File: src/rtl/simple_bus_mem_responder.sv
// Responder end of the simple_bus req/gnt/start/rdy handshake with a byte-wide register-file memory.
// Optional SB_RESP_VIOLATION_CNT_EN adds viol_cnt, counting ignored starts and illegal responses.
module simple_bus_mem_responder #(
    parameter int unsigned DEPTH       = 256,
    parameter int unsigned WAIT_STATES = 2
) (
    input  logic       clk,
    input  logic       rst,
    input  logic       req,
    output logic       gnt,
    input  logic       start,
    input  logic [7:0] addr,
    input  logic [1:0] mode,
    input  logic [7:0] data_in,
    output logic [7:0] data_out,
    output logic       rdy,
    output logic       err
`ifdef SB_RESP_VIOLATION_CNT_EN
    ,
    output logic [7:0] viol_cnt
`endif
);

    typedef enum logic [1:0] {IDLE, GRANTED, BUSY, RESP} state_t;

    localparam int unsigned AW        = (DEPTH > 1) ? $clog2(DEPTH) : 1;
    localparam int unsigned MEM_WORDS = 1 << AW;
    localparam logic [8:0]  DEPTH_LIM = 9'(DEPTH);

    state_t     state, state_next;
    logic [3:0] cnt, cnt_next;
    logic [7:0] addr_q, wdata_q;
    logic [1:0] mode_q;
    logic       capture, finish, illegal, mem_we;
    logic [7:0] old_byte, resp_data, mem_wdata;
    logic [7:0] mem [0:MEM_WORDS-1];

    assign gnt = (state != IDLE);
    assign rdy = (state == RESP);

    always_comb begin
        state_next = state;
        cnt_next   = cnt;
        capture    = 1'b0;
        finish     = 1'b0;
        case (state)
            IDLE: begin
                if (req) state_next = GRANTED;
            end
            GRANTED: begin
                if (start) begin
                    state_next = BUSY;
                    cnt_next   = 4'(WAIT_STATES);
                    capture    = 1'b1;
                end else if (!req) begin
                    state_next = IDLE;
                end
            end
            BUSY: begin
                if (cnt == '0) begin
                    state_next = RESP;
                    finish     = 1'b1;
                end else begin
                    cnt_next = cnt - 4'd1;
                end
            end
            RESP: begin
                state_next = req ? GRANTED : IDLE;
            end
            default: state_next = IDLE;
        endcase
    end

    // Result and memory update are both resolved on the edge leaving BUSY.
    always_comb begin
        illegal   = (mode_q == 2'b11) || ({1'b0, addr_q} >= DEPTH_LIM);
        old_byte  = mem[addr_q[AW-1:0]];
        resp_data = '0;
        mem_wdata = wdata_q;
        mem_we    = 1'b0;
        if (!illegal) begin
            case (mode_q)
                2'b00: resp_data = old_byte;
                2'b01: begin
                    resp_data = wdata_q;
                    mem_we    = finish;
                end
                2'b10: begin
                    resp_data = old_byte;
                    mem_wdata = old_byte + 8'd1;
                    mem_we    = finish;
                end
                default: resp_data = '0;
            endcase
        end
    end

    always_ff @(posedge clk or posedge rst) begin
        if (rst) begin
            state    <= IDLE;
            cnt      <= '0;
            addr_q   <= '0;
            mode_q   <= '0;
            wdata_q  <= '0;
            data_out <= '0;
            err      <= 1'b0;
        end else begin
            state <= state_next;
            cnt   <= cnt_next;
            if (capture) begin
                addr_q  <= addr;
                mode_q  <= mode;
                wdata_q <= data_in;
            end
            if (finish) begin
                data_out <= resp_data;
                err      <= illegal;
            end
        end
    end

    always_ff @(posedge clk) begin
        if (mem_we) mem[addr_q[AW-1:0]] <= mem_wdata;
    end

`ifdef SB_RESP_VIOLATION_CNT_EN
    logic [1:0] viol_inc;
    logic [8:0] viol_sum;

    always_comb begin
        viol_inc = 2'(start && (state != GRANTED)) + 2'((state == RESP) && err);
        viol_sum = {1'b0, viol_cnt} + 9'(viol_inc);
    end

    always_ff @(posedge clk or posedge rst) begin
        if (rst) viol_cnt <= '0;
        else     viol_cnt <= viol_sum[8] ? 8'hFF : viol_sum[7:0];
    end
`endif

endmodule

File: config.mk
export PLATFORM = sky130hd
export DESIGN_NAME = simple_bus_mem_responder
export DESIGN_NICKNAME = d
export VERILOG_FILES = /design/src/rtl/simple_bus_mem_responder.sv
export SDC_FILE = /design/constraint.sdc
export NUM_CORES = 2
export LEC_CHECK = 0
export CAP_MARGIN = 40
export CORE_UTILIZATION = 35
export CTS_CLUSTER_DIAMETER = 80
export CTS_CLUSTER_SIZE = 30
export DETAILED_ROUTE_END_ITERATION = 6
export DONT_BUFFER_PORTS = 1
export SYNTH_ARGS = -nofsm -noshare
export SYNTH_HDL_FRONTEND = slang
export SYNTH_SLANG_ARGS = --single-unit
File: constraint.sdc
create_clock -name clk -period 14.6 [get_ports clk]
set_clock_uncertainty 0.05 [all_clocks]
set_input_delay 2.92 -clock clk [delete_from_list [all_inputs] [get_ports clk]]
set_output_delay 2.92 -clock clk [all_outputs]
set_load 0.01 [all_outputs]
==> flow_summary.ini <==
[place]
dpl.hpwl_um = 135700
numPortBuffers = 0
pre_cts_slack_ns = 6.767
place_congestion = 0.8412

[yosys]
mappedNetlistNets = 3824
syn_avg_cell_area_um2 = 21.36
synth_top_cell_by_area = edfxtp_1
syn_inst = 3796
yosys_warnings = 0
synth_seq_cells = 2081
synth_area_leaders = edfxtp_1 (76%), mux4_2 (14%), mux2i_1 (1.5%)
synth.distinct_cells = 62
yosysSeqAreaShare_pct = 76.85
ys.flop_type = edfxtp_1
synthArstFlopShare_pct = 1.586
netlist_area_mm2 = 0.08110
synth.top_cell.area_share_pct = 75.83
synth_edf_count = 2048

[clocking]
cts-root-buf = clkbuf_16
cts_resized = 0
cts_buffer_depth = 3
htreeDepth = 3
cts.sinks = 2081
cts_setup_buffers = 0
cts_tree = yes
clk_latency_ns = 0.78
ctsHoldBuffers = 0
clk_pin_slew_ns = 0.10
cts_buffers = 99

[finish]
regArea_mm2 = 0.06234
diodes = 0
multi_input_area_mm2 = 0.01753
nFillCells = 20240
area_delta_synth_final_pct = 10.67
final_common_cell = edfxtp_1
drive_gt1_share_pct = 25.11
final_cell_mix = edfxtp_1 (2048), mux4_2 (507), nor2_1 (283)
final_core_util_pct = 39.00
fin_nets = 3981

[global_routing]
grt_max_degree = 257
busiest_layer = met2
antenna_found_initial = 8
grtUsageTotal_pct = 18.26
use_met1_pct = 25.93
grt.met2_usage_pct = 28.45
grt_overflow = 0
grt_pass1_vias = 39700
use_met3_pct = 3.595
grt_pass1_wl_um = 305900

[power_and_ir_drop]
p_switching_uw = 7075
p_comb_share_pct = 36.9
total_power_uw = 19170
ir_worst_vdd_mv = 0.3035
pwr-share-seq_pct = 44.9
power_leakage_uw = 0.02737
power_density_mw_per_mm2 = 213.5
clkPwrFrac_pct = 18.2
intPower_uw = 12090
sw_frac_of_total_pct = 36.91

[min_path]
hold_class = flop to flop
hold_path_startpoint = state[0]$_DFFE_PP0P_

[timing]
tightest_slew_ns = 1.239
relSlewSlack_pct = 17.41
fmax_mhz = 127.8
period_share_pct = 53.57
hold_viol = 0
holdWs_ns = 0.4674
finalSetupViolations = 0
rsz0062_at_grt = no
layout_setup_ws_ns = 6.778
finalSetupTns_ns = 0
layout_min_cycle_time_ns = 7.822
slew_viol_final = 0

[routing]
avgRoutedWirePerCell_um = 30.71
final_antenna_net_count = 0
routed-via-count = 40160
viasPerCell = 5.693
wl_um = 216600
drt-pass1-iter-count = 6
drcViolationCount = 0
drt_iter0_markers = 5433

[critical_path]
r2r-start = addr_q[0]$_DFFE_PP0P_
startpoint = addr_q[0]$_DFFE_PP0P_
critPathLaunchType = flop
crit_path_max_fanout = 79
critPathRequiredTime_ns = 14.98
path_class = flop to flop
arrival_ns = 8.21
crit_path_end_kind = flop

[floorplanning]
dieArea_mm2 = 0.2336
num_rows = 176
core_mm2 = 0.2301
start_util_pct = 35.24
io_pins = 33
die_w_um = 483.4
die_y_um = 483.4

[flow_run]
cap_violations = 0

[outcome]
status = finished, final reports clean
## metrics by stage
step / area, um2 / std cells
finish: 89760 / 7053
global route: 89760 / 7053
CTS: 89670 / 7043
detailed placement: 86190 / 6868
global placement: 84470 / 6686
floorplan: 81100 / 3796
## Yosys cell counts, types with 22 or more instances
cell and count:
buf_6 33, a21oi_1 57, dfrtp_1 33, mux2_2 22
a22oi_1 131, edfxtp_1 2048, nor2_1 287, buf_2 45
mux2i_1 118, nand3_1 37, buf_4 46, mux4_2 507
clkbuf_1 87, nand2_1 98, o21ai_0 25
## registers in the layout, summed over array words and instances (netlist names), named ones only
| name | flops |
|---|---|
| cnt | 4 |
| addr_q | 8 |
| mode_q | 2 |
| err | 1 |
| wdata_q | 8 |
| mem | 2048 |
| data_out | 8 |
| state | 1 |
## routing by layer
metal	vias up	part of all wire [%]
li1	16100	-
met1	21690	41
met2	2053	47
met3	310	9.5
met4	4	2.9
met5	-	0.010
## power by group through the flow
| stage | sequential, uW | combinational, uW | clock [uW] |
|---|---|---|---|
| finish | 8610 | 7060 | 3490 |
| floorplan | 9360 | 4040 | 0 |
| global placement | 8760 | 6700 | 0 |
| global route | 8620 | 7360 | 3720 |
| CTS | 8610 | 7050 | 3540 |
| detailed placement | 8740 | 7050 | 0 |
## final cells by class
type | instances | area share [%]
Clock buffer | 107 | 2.888
Tap cell | 3026 | 4.218
Inverter | 13 | 0.05715
Clock inverter | 68 | 0.9897
Multi-Input combinational cell | 1479 | 19.53
Sequential cell | 2081 | 69.46
Timing Repair Buffer | 279 | 2.860
## cell families (layout without fill, tap and decap cells)
logic type	Yosys count	count (layout)	synth area share, %
multiplexers	647	647	15.84
AO/OA/AOI/OAI	317	317	2.782
AND/OR/NAND/NOR	503	503	2.658
flip-flops	2081	2081	76.85
buffers and inverters	236	467	1.712
XOR/XNOR	6	6	0.06480
adder cells (fa/ha/maj)	6	6	0.09256
## worst max-delay path, stage by stage (launching register included)
cell and delay [ns]:
dfrtp_4 0.95, buf_12 0.50, buf_12 0.51, mux4_2 0.59, a22oi_1 0.31, a21oi_1 0.18
o41ai_1 0.77, nand4_1 0.50, ha_1 0.44, nand3_1 0.12, xnor2_1 0.14, o21ai_4 0.66
buf_4 0.68, buf_4 0.71
## worst paths after layout
path	end	slack, ns	cells past startpoint
max in group asynchronous	addr_q[2]$_DFFE_PP0P_	12.04	2
setup reg to reg	mem[62][4]$_DFFE_PP_	6.78	13
setup / recovery	mem[62][4]$_DFFE_PP_	6.78	13
hold reg to reg	state[0]$_DFFE_PP0P_	0.47	1
min in group asynchronous	data_out[3]$_DFFE_PP0P_	1.95	1
hold / removal	state[0]$_DFFE_PP0P_	0.47	1
Power figures use the tool's default switching activity.
